===== src/rtl/clock_pkg.sv =====
// Shared constants and types for the multiplexed 7-segment display scanner.
package clock_pkg;

   localparam int N_DIGITS = 4;

   // Segments are active-low, ordered {g,f,e,d,c,b,a}; all-ones is a dark digit
   localparam logic [6:0] SEG_BLANK = 7'h7F;

   // Decode table for codes 0..9, entry [i] is the pattern for digit i
   localparam logic [9:0][6:0] SEG_TABLE = {
      7'h10,   // 9
      7'h00,   // 8
      7'h78,   // 7
      7'h02,   // 6
      7'h12,   // 5
      7'h19,   // 4
      7'h30,   // 3
      7'h24,   // 2
      7'h79,   // 1
      7'h40    // 0
   };

   // Frame-stable copy of the digit codes and blink selects
   typedef struct packed {
      logic [N_DIGITS-1:0][3:0] bcd;
      logic [N_DIGITS-1:0]      mask;
   } shadow_t;

endpackage


===== src/rtl/bcd_to_seg7.sv =====
// Combinational BCD to active-low 7-segment decoder; non-decimal codes go dark.
module bcd_to_seg7
   import clock_pkg::*;
(
   input  logic [3:0] bcd,
   output logic [6:0] seg
);

   // Table lookup for 0..9, blank for 10..15
   always_comb begin
      seg = SEG_BLANK;
      if (bcd < 4'd10) seg = SEG_TABLE[bcd];
   end

endmodule


===== src/rtl/seg7_scan.sv =====
// Four-digit multiplexed display scanner with per-slot dead time,
// frame-aligned input capture and per-digit blinking.
module seg7_scan
   import clock_pkg::*;
#(
   parameter int SCAN_DIV     = 50000,
   parameter int BLINK_FRAMES = 125
) (
   input  logic       clk,
   input  logic       rst,
   input  logic [3:0] bcd0,
   input  logic [3:0] bcd1,
   input  logic [3:0] bcd2,
   input  logic [3:0] bcd3,
   input  logic       blink,
   input  logic [3:0] blink_mask,
   output logic [3:0] an,
   output logic [6:0] seg
);

   localparam int PW = $clog2(SCAN_DIV);
   localparam int FW = (BLINK_FRAMES > 1) ? $clog2(BLINK_FRAMES) : 1;
   localparam int DW = $clog2(N_DIGITS);

   // pre/dig describe the slot position the NEXT clock edge will display,
   // so the first edge after reset naturally lands on digit 0's dead time.
   logic [PW-1:0] pre;
   logic [DW-1:0] dig;
   logic [FW-1:0] fcnt;
   logic          phase;
   shadow_t       sh;
   logic [6:0]    dec_seg;
   logic          slot_start, slot_end, frame_end, blank;

   assign slot_start = (pre == '0);
   assign slot_end   = (pre == PW'(SCAN_DIV - 1));
   assign frame_end  = slot_end && (dig == DW'(N_DIGITS - 1));
   // blink is live; only the mask is frame-stable
   assign blank      = blink && sh.mask[dig] && phase;

   // Prescaler and digit index
   always_ff @(posedge clk or posedge rst) begin
      if (rst) begin
         pre <= '0;
         dig <= '0;
      end else if (slot_end) begin
         pre <= '0;
         dig <= dig + 1'b1;
      end else begin
         pre <= pre + 1'b1;
      end
   end

   // Frame counter and blink phase, free-running regardless of blink
   always_ff @(posedge clk or posedge rst) begin
      if (rst) begin
         fcnt  <= '0;
         phase <= 1'b0;
      end else if (frame_end) begin
         if (fcnt == FW'(BLINK_FRAMES - 1)) begin
            fcnt  <= '0;
            phase <= ~phase;
         end else begin
            fcnt <= fcnt + 1'b1;
         end
      end
   end

   // Capture inputs at the start of each frame so a frame never mixes values
   always_ff @(posedge clk or posedge rst) begin
      if (rst) begin
         sh <= '0;
      end else if (slot_start && dig == '0) begin
         sh.bcd  <= {bcd3, bcd2, bcd1, bcd0};
         sh.mask <= blink_mask;
      end
   end

   bcd_to_seg7 u_dec (
      .bcd (sh.bcd[dig]),
      .seg (dec_seg)
   );

   // Registered drive: dark for one clock at each slot start to avoid ghosting
   always_ff @(posedge clk or posedge rst) begin
      if (rst) begin
         an  <= 4'b1111;
         seg <= SEG_BLANK;
      end else if (slot_start) begin
         an  <= 4'b1111;
         seg <= SEG_BLANK;
      end else begin
         an  <= ~(4'b0001 << dig);
         seg <= blank ? SEG_BLANK : dec_seg;
      end
   end

endmodule

===== config.mk =====
export PLATFORM = sky130hd
export DESIGN_NAME = seg7_scan
export DESIGN_NICKNAME = d
export VERILOG_FILES = /design/src/rtl/clock_pkg.sv /design/src/rtl/bcd_to_seg7.sv /design/src/rtl/seg7_scan.sv
export SDC_FILE = /design/constraint.sdc
export NUM_CORES = 1
export LEC_CHECK = 0
export BUFFER_PORTS_ARGS = -buffer_cell sky130_fd_sc_hd__buf_2
export CAP_MARGIN = 20
export CORE_MARGIN = 3
export CORE_UTILIZATION = 46
export CTS_BUF_LIST = sky130_fd_sc_hd__clkbuf_16
export DETAILED_ROUTE_END_ITERATION = 8
export GPL_TIMING_DRIVEN = 0
export PLACE_DENSITY = 0.76
export RECOVER_POWER = 100
export SLEW_MARGIN = 20
export SYNTH_ARGS = -nofsm -noshare
export SYNTH_HDL_FRONTEND = slang
export SYNTH_SLANG_ARGS = --single-unit

===== constraint.sdc =====
create_clock -name clk -period 4.6 [get_ports clk]
set_clock_uncertainty 0.05 [all_clocks]
set_input_delay 0.46 -clock clk [delete_from_list [all_inputs] [get_ports clk]]
set_output_delay 0.46 -clock clk [all_outputs]
set_load 0.005 [all_outputs]

==> results of run 1 <==
## power groups by stage
stage                     Combinational, W  Sequential (W)  Clock [W]
final                            0.0000490        0.000527   0.000745
after global routing             0.0000566        0.000528   0.000776
after CTS                        0.0000583        0.000527   0.000757
after detailed placement         0.0000577        0.000535          0
after global placement           0.0000558        0.000534          0
after floorplan                  0.0000350        0.000533          0
## registers in the layout, indices dropped and copies added, names as in the netlist
register,count
dig,2
fcnt,7
seg,7
phase,1
an,4
pre,16
sh,20
## final timing paths
| path | start | to | cells after the start |
|---|---|---|---|
| setup / recovery | dig[0] | sh[0] | 7 |
| hold / removal | bcd3[3] | sh[19] | 2 |
| setup reg to reg | dig[0] | sh[0] | 7 |
| min in group asynchronous | rst | fcnt[6] | 2 |
| max in group asynchronous | rst | pre[8] | 2 |
| hold reg to reg | phase | phase | 1 |
## worst max-delay path, stage by stage, from the launching register on
cell      delay [ps]
dfrtp_1          370
clkbuf_1         400
inv_1            180
ha_1             250
inv_1             60
or2_0            130
clkbuf_1         500
mux2_1           400
## area by class of cell
cell class	instances	area [um^2]	area share, %
buffer	7	26.3	0.782
clock buffer	9	225	6.70
clock inverter	7	110	3.28
inverter	13	50.0	1.49
multi-input combinational	158	1250	37.3
sequential	57	1440	42.9
tap	75	93.8	2.79
timing repair buffer	33	160	4.77
## cells by family after synthesis
logic type	share of synthesized area (%)
compound gates	7.70
buf+inv	3.22
simple gates	13.9
flops	50.1
mux	15.5
fa+ha+maj	5.66
xor+xnor	3.96
## layer usage
layer	wire, um	up-vias	share of wire (%)
met4	146	0	2.8
li1	-	918	-
met3	160	14	3.0
met1	2370	930	45
met5	0	-	0
met2	2610	28	49
## synth_stat cells, drive strengths merged, types with 8 or more instances
library cell   n  share of area, %
dfrtp         46                40
mux2          22                11
ha            13               5.7
inv           13               1.7
nand2         13               1.7
o21ai         13               2.3
dfstp         11                10
nand3         10               1.9
nor2          10               1.4
xnor2          9               2.7
a21oi          8               1.4
and3           8               1.7
o31ai          8               2.1
## metrics by stage
stage / instance area (um^2) / worst slack, ps
6_report: 3360 / 2140
5_1_grt: 3360 / 1880
4_1_cts: 3470 / 2560
3_5_place_dp: 3140 / 2610
3_3_place_gp: 3130 / 2020
2_1_floorplan: 2880 / 2710
==> impl_results.md, run 1 <==
* Synthesis-stage register bit count at 57
* F_max at 406 MHz
* Post-synthesis sequential area ratio at 50.1%
* PortBufs at 33
* Clk_lat worst skew at 320 ps
* Post-synth cell types at 46
* Gr ovfl total at 0
* Synth Flop Type: dfrtp_1
* Post-synthesis cell area at 2880 um^2
* CP startpoint kind: flop
* CTS Buffer Depth at 2
* Async set-reset flop share out of synthesis at 100%
* Starting Density at 48.0%
* Setup TNS Final at 0 ps
* Final setup fails at 0
* Fin util at 56.1%
* Sw Share at 19.2%
* PD cells at 393 nW/um^2
* GRT Resource Usage Total at 16.5%
* Status: finished, violations left
* P_leak at 1.50 nW
* # nets final at 315
* Fin Hold WS at 297 ps
* Internal power at 0.00107 W
* Root buf cell: clkbuf_16
* Worst VDD drop at 0.220 mV
* Ports at 34
* HPWL after detailed placement at 3.63 mm
* Syn Nets at 271
* Fin. Hold Viols at 0
* Post-cts sizing count at 0
* Period utilization at 53.5%
* Psw at 0.000254 W
* First-pass GRT wire length at 9.22 mm
* CTS tree: built
* Worst Hold Class: in2reg
* Vias in the first global route at 1971
* Initial antenna violation count at 0
* Reg power frac at 39.9%
* First-pass iteration count of the detailed router at 4
* Combinational share of power at 3.7%
* CP max FO at 10
* Worst EP arrival at 2610 ps
* Inserted Clock Buffers at 9
* GR Layer Usage met3 at 3.50%
* Clk pwr share at 56.4%
* Slew HR at -59.6%
* Number of DRC markers after the initial detailed-route iteration at 80
* Flop2flop setup slack at 2140 ps
* # fillers at 502
* Max H-tree Level at 3
* # DRC at 0
* Die X at 85.1 um
* Leading cell type in the layout, fill and taps excluded: dfrtp_1
* Gr busiest metal: met2
* Minimum clock period at 2460 ps
* Unrepaired setup endpoints after global routing: false
* Post-Place Cells at 343
* Ant. Diodes at 0
* Post-CTS Setup Bufs at 0
* Routed WL at 5.28 mm
* Post-synth EDFFs at 0
* Max_cap viols at 1
* Syn Inst Count at 235
* YS warnings at 0
* CP required at 4750 ps
* Max-slew violations at 58
* Failing checks: capacitance limit, slew limit
* Vias/cell at 5.26
* Slew @ Worst Pin at 2380 ps
* CTS Sinks at 57
* Met1 global-route usage at 21.6%
* Chip height at 85.1 um
* CTS Hold Bufs at 0
* Met2 Usage GRT at 25.5%
* Routed WL per cell at 14.7 um
* Critical Path End Type: flop
* Critical setup path kind: reg2reg
* CORE AREA at 5990 um^2
* Ratio of cells with drive above 1 in the final layout at 23.9%
* Via count at 1890
* Commonest non-fill, non-tap cells in the layout: 46 x dfrtp_1, 29 x buf_2, 17 x mux2_1
* P&R area growth vs syn at 16.8%
* Layout Cells excl Fill at 359
* Final ANT Viol Nets at 0
* Largest net degree at the start of global routing at 58
* Total Power at 0.00132 W
* Die Area at 7240 um^2
* Row count at 28
* RePlAce Congestion at 0.842
* Clk slew on worst S/H paths at 50 ps
* Synth Area per Inst at 12.2 um^2
(Power assumes the default switching activity.)
==> inputs of run 2 (changes only) <==
==> constraint.sdc (replaced) <==
create_clock -name clk -period 2.38 [get_ports clk]
set_clock_uncertainty 0.05 [all_clocks]
set_input_delay 0.238 -clock clk [delete_from_list [all_inputs] [get_ports clk]]
set_output_delay 0.238 -clock clk [all_outputs]
set_load 0.005 [all_outputs]
==> impl_results.md, run 2 (synthesis results as in run 1) <==
* Status: completed (was finished, violations left)
* CTS Buffer Depth at 2 (unchanged)
* Worst Hold Class: in2reg (unchanged)
* Sequential Area at 1440 um^2 (unchanged)
* Die Area at 7240 um^2 (unchanged)
* Setup TNS Final at 0 ps (unchanged)
* CTS tree: built (unchanged)
* Minimum clock period at 2060 ps (was 2460 ps)
* Met3 Wirelength at 157 um (was 160 um)
* PD cells at 748 nW/um^2 (was 393 nW/um^2)
* CORE AREA at 5990 um^2 (unchanged)
* Max reg flops at 20 (unchanged)
* Vias/cell at 5.32 (was 5.26)
* Commonest non-fill, non-tap cells in the layout: 46 x dfrtp_1, 30 x buf_2, 17 x mux2_1 (was 46 x dfrtp_1, 29 x buf_2, 17 x mux2_1)
* Biggest register: sh (unchanged)
* Period utilization at 86.4% (was 53.5%)
* Internal power at 0.00206 W (was 0.00107 W)
* Initial antenna violation count at 0 (unchanged)
* Clk_lat worst skew at 320 ps (about the same)
* Max_cap viols at 0 (was 1)
* Worst VDD drop at 0.423 mV (was 0.220 mV)
* Chip height at 85.1 um (unchanged)
* Die X at 85.1 um (unchanged)
* Ratio of cells with drive above 1 in the final layout at 26.0% (was 23.9%)
* M1 WL at 2.39 mm (was 2.37 mm)
* Via count at 1914 (was 1890)
* Number of DRC markers after the initial detailed-route iteration at 93 (was 80)
* Inserted Clock Buffers at 9 (unchanged)
* CP required at 2530 ps (was 4750 ps)
* F_max at 486 MHz (was 406 MHz)
* Leading cell type in the layout, fill and taps excluded: dfrtp_1 (unchanged)
* Slew HR at 23.7% (was -59.6%)
* Hold_sp: bcd3[3] (unchanged)
* Top flop regs: sh (20), pre (16) (unchanged)
* Post-cts sizing count at 0 (unchanged)
* FF-to-FF Start: pre[0] (was dig[0])
* CP max FO at 10 (unchanged)
* Sw Share at 19.1% (was 19.2%)
* Fin. Hold Viols at 0 (unchanged)
* Routed WL at 5.29 mm (was 5.28 mm)
* # DRC at 0 (unchanged)
* CP startpoint: pre[0] (was dig[0])
* Worst EP arrival at 2210 ps (was 2610 ps)
* Critical setup path kind: reg2reg (unchanged)
* Met2 WL post-DR at 2.64 mm (was 2.61 mm)
* # fillers at 497 (was 502)
* Final ANT Viol Nets at 0 (unchanged)
* Slew @ Worst Pin at 1140 ps (was 2380 ps)
* Row count at 28 (unchanged)
* First-pass GRT wire length at 9.22 mm (unchanged)
* First-pass iteration count of the detailed router at 4 (unchanged)
* Area of the multi-input gates at 1280 um^2 (was 1250 um^2)
* Flop2flop setup slack at 320 ps (was 2140 ps)
* Largest net degree at the start of global routing at 58 (unchanged)
* Max-slew violations at 0 (was 58)
* Total Power at 0.00255 W (was 0.00132 W)
* Top sig layer: met4 (unchanged)
* CP Capture Point: sh[0] (unchanged)
* Gr ovfl total at 0 (unchanged)
* GRT Resource Usage Total at 16.5% (unchanged)
* CTS Sinks at 57 (unchanged)
* # nets final at 316 (was 315)
* P_leak at 1.53 nW (was 1.50 nW)
* Psw at 0.000487 W (was 0.000254 W)
* HPWL after detailed placement at 3.63 mm (unchanged)
* CP startpoint kind: flop (unchanged)
* P&R area growth vs syn at 18.5% (was 16.8%)
* Root buf cell: clkbuf_16 (unchanged)
* Critical Path End Type: flop (unchanged)
* Vias in the first global route at 1971 (unchanged)
* Combinational share of power at 3.8% (was 3.7%)
* Reg2reg end: sh[0] (unchanged)
* Clk pwr share at 56.3% (was 56.4%)
* Final setup fails at 0 (unchanged)
* Ports at 34 (unchanged)
* Clk slew on worst S/H paths at 50 ps (about the same)
* Reg power frac at 39.9% (about the same)
* PortBufs at 33 (unchanged)
* RePlAce Congestion at 0.842 (unchanged)
* Ant. Diodes at 0 (unchanged)
* Worst reg2reg path depth at 7 (unchanged)
* Routed WL per cell at 14.7 um (about the same)
* Max H-tree Level at 3 (unchanged)
* Starting Density at 48.0% (unchanged)
* Unrepaired setup endpoints after global routing: false (unchanged)
[run 2: through the flow]
step	worst slack, ps	utilization (%)	cell area [um^2]	hold slack (ps)	instances
2_1_floorplan	536	-	2880	337	235
3_3_place_gp	22.5	52.3	3130	409	343
3_5_place_dp	388	52.4	3140	345	343
4_1_cts	339	58.1	3480	81.0	360
5_1_grt	183	56.9	3410	70.7	360
6_report	324	56.9	3410	74.9	360
[run 2: per-layer routing]
| metal | vias up | track usage (%) |
|---|---|---|
| li1 | 922 | - |
| met1 | 950 | 21.6 |
| met2 | 30 | 25.5 |
| met3 | 12 | 3.40 |
| met4 | 0 | 9.06 |
| met5 | - | 0 |
[run 2: layout make-up]
type / count / area share (%)
plain buffers: 7 / 1.25
clock buffers: 9 / 6.61
inverters: 13 / 1.43
clock inverters: 7 / 3.23
multi-input cells: 158 / 37.5
well taps: 75 / 2.75
flip-flops and latches: 57 / 42.3
repair buffers: 34 / 4.99
[run 2: worst min-delay path by stage]
stage / end / cells after the start
2_1_floorplan: sh[0] / 1
3_3_place_gp: phase / 1
3_5_place_dp: fcnt[6] / 2
4_1_cts: sh[5] / 2
5_1_grt: sh[17] / 2
6_report: sh[19] / 2
[run 2: repair_timing]
action / in CTS / in global routing
setup buffers: 0 / 0
setup endpoints to repair: 0 / 0
hold endpoints to repair: 2 / 0
hold buffers: 1 / 0
[run 2: power by group through the flow]
stage	Sequential [W]	Clock (W)	Combinational (W)
after detailed placement	0.00103	0	0.000111
final	0.00102	0.00144	0.0000962
after global placement	0.00103	0	0.000108
after CTS	0.00102	0.00146	0.000114
after floorplan	0.00103	0	0.0000677
after global routing	0.00102	0.00150	0.000111
[run 2: worst max-delay path: stages (launching register included)]
cell and delay, ps:
dfrtp_1 420, inv_1 80, ha_1 140, nor4b_2 220, nand4_2 210, or2_0 310
buf_6 180, mux2_1 330
==> inputs of run 3 (changes only) <==
--- a/config.mk
+++ b/config.mk
@@ -5,11 +5,12 @@
 export SDC_FILE = /design/constraint.sdc
 export NUM_CORES = 1
 export LEC_CHECK = 0
-export BUFFER_PORTS_ARGS = -buffer_cell sky130_fd_sc_hd__buf_2
+export BUFFER_PORTS_ARGS = -buffer_cell sky130_fd_sc_hd__buf_4
 export CAP_MARGIN = 20
 export CORE_MARGIN = 3
 export CORE_UTILIZATION = 46
 export CTS_BUF_LIST = sky130_fd_sc_hd__clkbuf_16
+export CTS_CLUSTER_SIZE = 16
 export DETAILED_ROUTE_END_ITERATION = 8
 export GPL_TIMING_DRIVEN = 0
 export PLACE_DENSITY = 0.76
==> constraint.sdc (replaced) <==
create_clock -name clk -period 2.5 [get_ports clk]
set_clock_uncertainty 0.05 [all_clocks]
set_input_delay 0.25 -clock clk [delete_from_list [all_inputs] [get_ports clk]]
set_output_delay 0.25 -clock clk [all_outputs]
set_load 0.005 [all_outputs]
==> impl_results.md, run 3 (synthesis results as in run 1) <==
* Status: finished, violations left (was completed)
* Failing checks: capacitance limit, slew limit
* Initial antenna violation count at 0 (unchanged)
* # fillers at 504 (was 497)
* Post-cts sizing count at 0 (unchanged)
* Placement Setup Slack at 455 ps (was 388 ps)
* # DRC at 0 (unchanged)
* Post-CTS Setup Bufs at 0 (unchanged)
* Worst VDD drop at 0.471 mV (was 0.423 mV)
* Top flop regs: sh (20), pre (16) (unchanged)
* Unrepaired setup endpoints after global routing: false (unchanged)
* FF-to-FF Start: pre[0] (unchanged)
* CTS Hold Bufs at 0 (was 1)
* Die Area at 7240 um^2 (unchanged)
* Ports at 34 (unchanged)
* Row count at 28 (unchanged)
* Post-Place Cells at 343 (unchanged)
* Placed instance area at 3220 um^2 (was 3140 um^2)
* Ant. Diodes at 0 (unchanged)
* Leading cell type in the layout, fill and taps excluded: dfrtp_1 (unchanged)
* PD cells at 678 nW/um^2 (was 748 nW/um^2)
* Max reg flops at 20 (unchanged)
* CP required at 2650 ps (was 2530 ps)
* Final ANT Viol Nets at 0 (unchanged)
* Largest net degree at the start of global routing at 58 (unchanged)
* CTS Buffer Depth at 2 (unchanged)
* Fin Hold WS at 88.4 ps (was 74.9 ps)
* Minimum clock period at 2140 ps (was 2060 ps)
* Fin. Hold Viols at 0 (unchanged)
* # nets final at 315 (was 316)
* Hold_sp: bcd1[2] (was bcd3[3])
* First-pass iteration count of the detailed router at 4 (unchanged)
* Final setup margin at 360 ps (was 324 ps)
* P&R area growth vs syn at 19.8% (was 18.5%)
* PortBufs at 33 (unchanged)
* Vias/cell at 5.30 (was 5.32)
* Starting Density at 48.0% (unchanged)
* Number of DRC markers after the initial detailed-route iteration at 123 (was 93)
* Max H-tree Level at 3 (unchanged)
* Area of the multi-input gates at 1260 um^2 (was 1280 um^2)
* CP startpoint: pre[0] (unchanged)
* Worst Hold Class: in2reg (unchanged)
* CTS Sinks at 57 (unchanged)
* Routed WL at 5.24 mm (was 5.29 mm)
* Worst EP arrival at 2290 ps (was 2210 ps)
* Commonest non-fill, non-tap cells in the layout: 46 x dfrtp_1, 21 x buf_4, 17 x mux2_1 (was 46 x dfrtp_1, 30 x buf_2, 17 x mux2_1)
* Final setup fails at 0 (unchanged)
* CP max FO at 10 (unchanged)
* Critical Path End Type: flop (unchanged)
* CTS tree: built (unchanged)
* CORE AREA at 5990 um^2 (unchanged)
* Die X at 85.1 um (unchanged)
* Clk_lat worst skew at 320 ps (about the same)
* Critical setup path kind: reg2reg (unchanged)
* First-pass GRT wire length at 9.02 mm (was 9.22 mm)
* Slew @ Worst Pin at 2060 ps (was 1140 ps)
* GRT Resource Usage Total at 16.3% (was 16.5%)
* Routed WL per cell at 14.6 um (was 14.7 um)
* Final instance area at 3440 um^2 (was 3410 um^2)
* CP startpoint kind: flop (unchanged)
* Biggest register: sh (unchanged)
* Via count at 1903 (was 1914)
* Max_cap viols at 1 (was 0)
* Ratio of cells with drive above 1 in the final layout at 25.7% (was 26.0%)
* Period utilization at 85.6% (was 86.4%)
* Setup TNS Final at 0 ps (unchanged)
* P_leak at 1.56 nW (was 1.53 nW)
* HPWL after detailed placement at 3.59 mm (was 3.63 mm)
* Vias in the first global route at 1931 (was 1971)
* Inserted Clock Buffers at 9 (unchanged)
* Layout Cells excl Fill at 359 (was 360)
* Slew HR at -37.3% (was 23.7%)
* RePlAce Congestion at 0.839 (was 0.842)
* F_max at 467 MHz (was 486 MHz)
* Gr ovfl total at 0 (unchanged)
* Sequential Area at 1440 um^2 (unchanged)
* Max-slew violations at 58 (was 0)
* Chip height at 85.1 um (unchanged)
* Root buf cell: clkbuf_16 (unchanged)
* Clk slew on worst S/H paths at 50 ps (about the same)
## run 3: final timing paths
path,cells past startpoint,slack [ps],end
setup reg to reg,7,360,sh[6]
hold reg to reg,1,440,phase
min in group asynchronous,2,560,fcnt[0]
hold / removal,2,90,sh[10]
setup / recovery,7,360,sh[6]
max in group asynchronous,2,620,pre[10]
## run 3: power by group
part | leakage (nW) | switching [W] | internal (W)
registers | 0.698 | 0.0000109 | 0.000958
clock network | 0.158 | 0.000402 | 0.000860
logic | 0.704 | 0.0000477 | 0.0000566
## run 3: layout make-up
| class | count | area share [%] |
|---|---|---|
| clock buffer | 9 | 6.54 |
| timing repair buffer | 33 | 7.09 |
| clock inverter | 7 | 2.51 |
| tap | 75 | 2.73 |
| multi-input combinational | 158 | 36.7 |
| buffer | 7 | 1.24 |
| sequential | 57 | 41.8 |
| inverter | 13 | 1.42 |
## run 3: per-layer routing
metal | track usage (%) | share of wire, %
met1 | 21.7 | 46
met2 | 24.3 | 48
met3 | 6.12 | 4.1
met4 | 6.33 | 1.6
met5 | 0 | 0
## run 3: worst max-delay path, cell delays in order (launching register included)
cell	delay (ps)
dfrtp_1	410
inv_1	70
ha_1	150
nor4b_2	220
nand4_1	270
or2_0	340
buf_6	180
mux2_1	330
## run 3: through the flow
| step | util, % | power (W) |
|---|---|---|
| after floorplan | - | 0.00105 |
| after global placement | 53.7 | 0.00110 |
| after detailed placement | 53.7 | 0.00110 |
| after CTS | 58.9 | 0.00238 |
| after global routing | 57.5 | 0.00242 |
| final | 57.5 | 0.00234 |
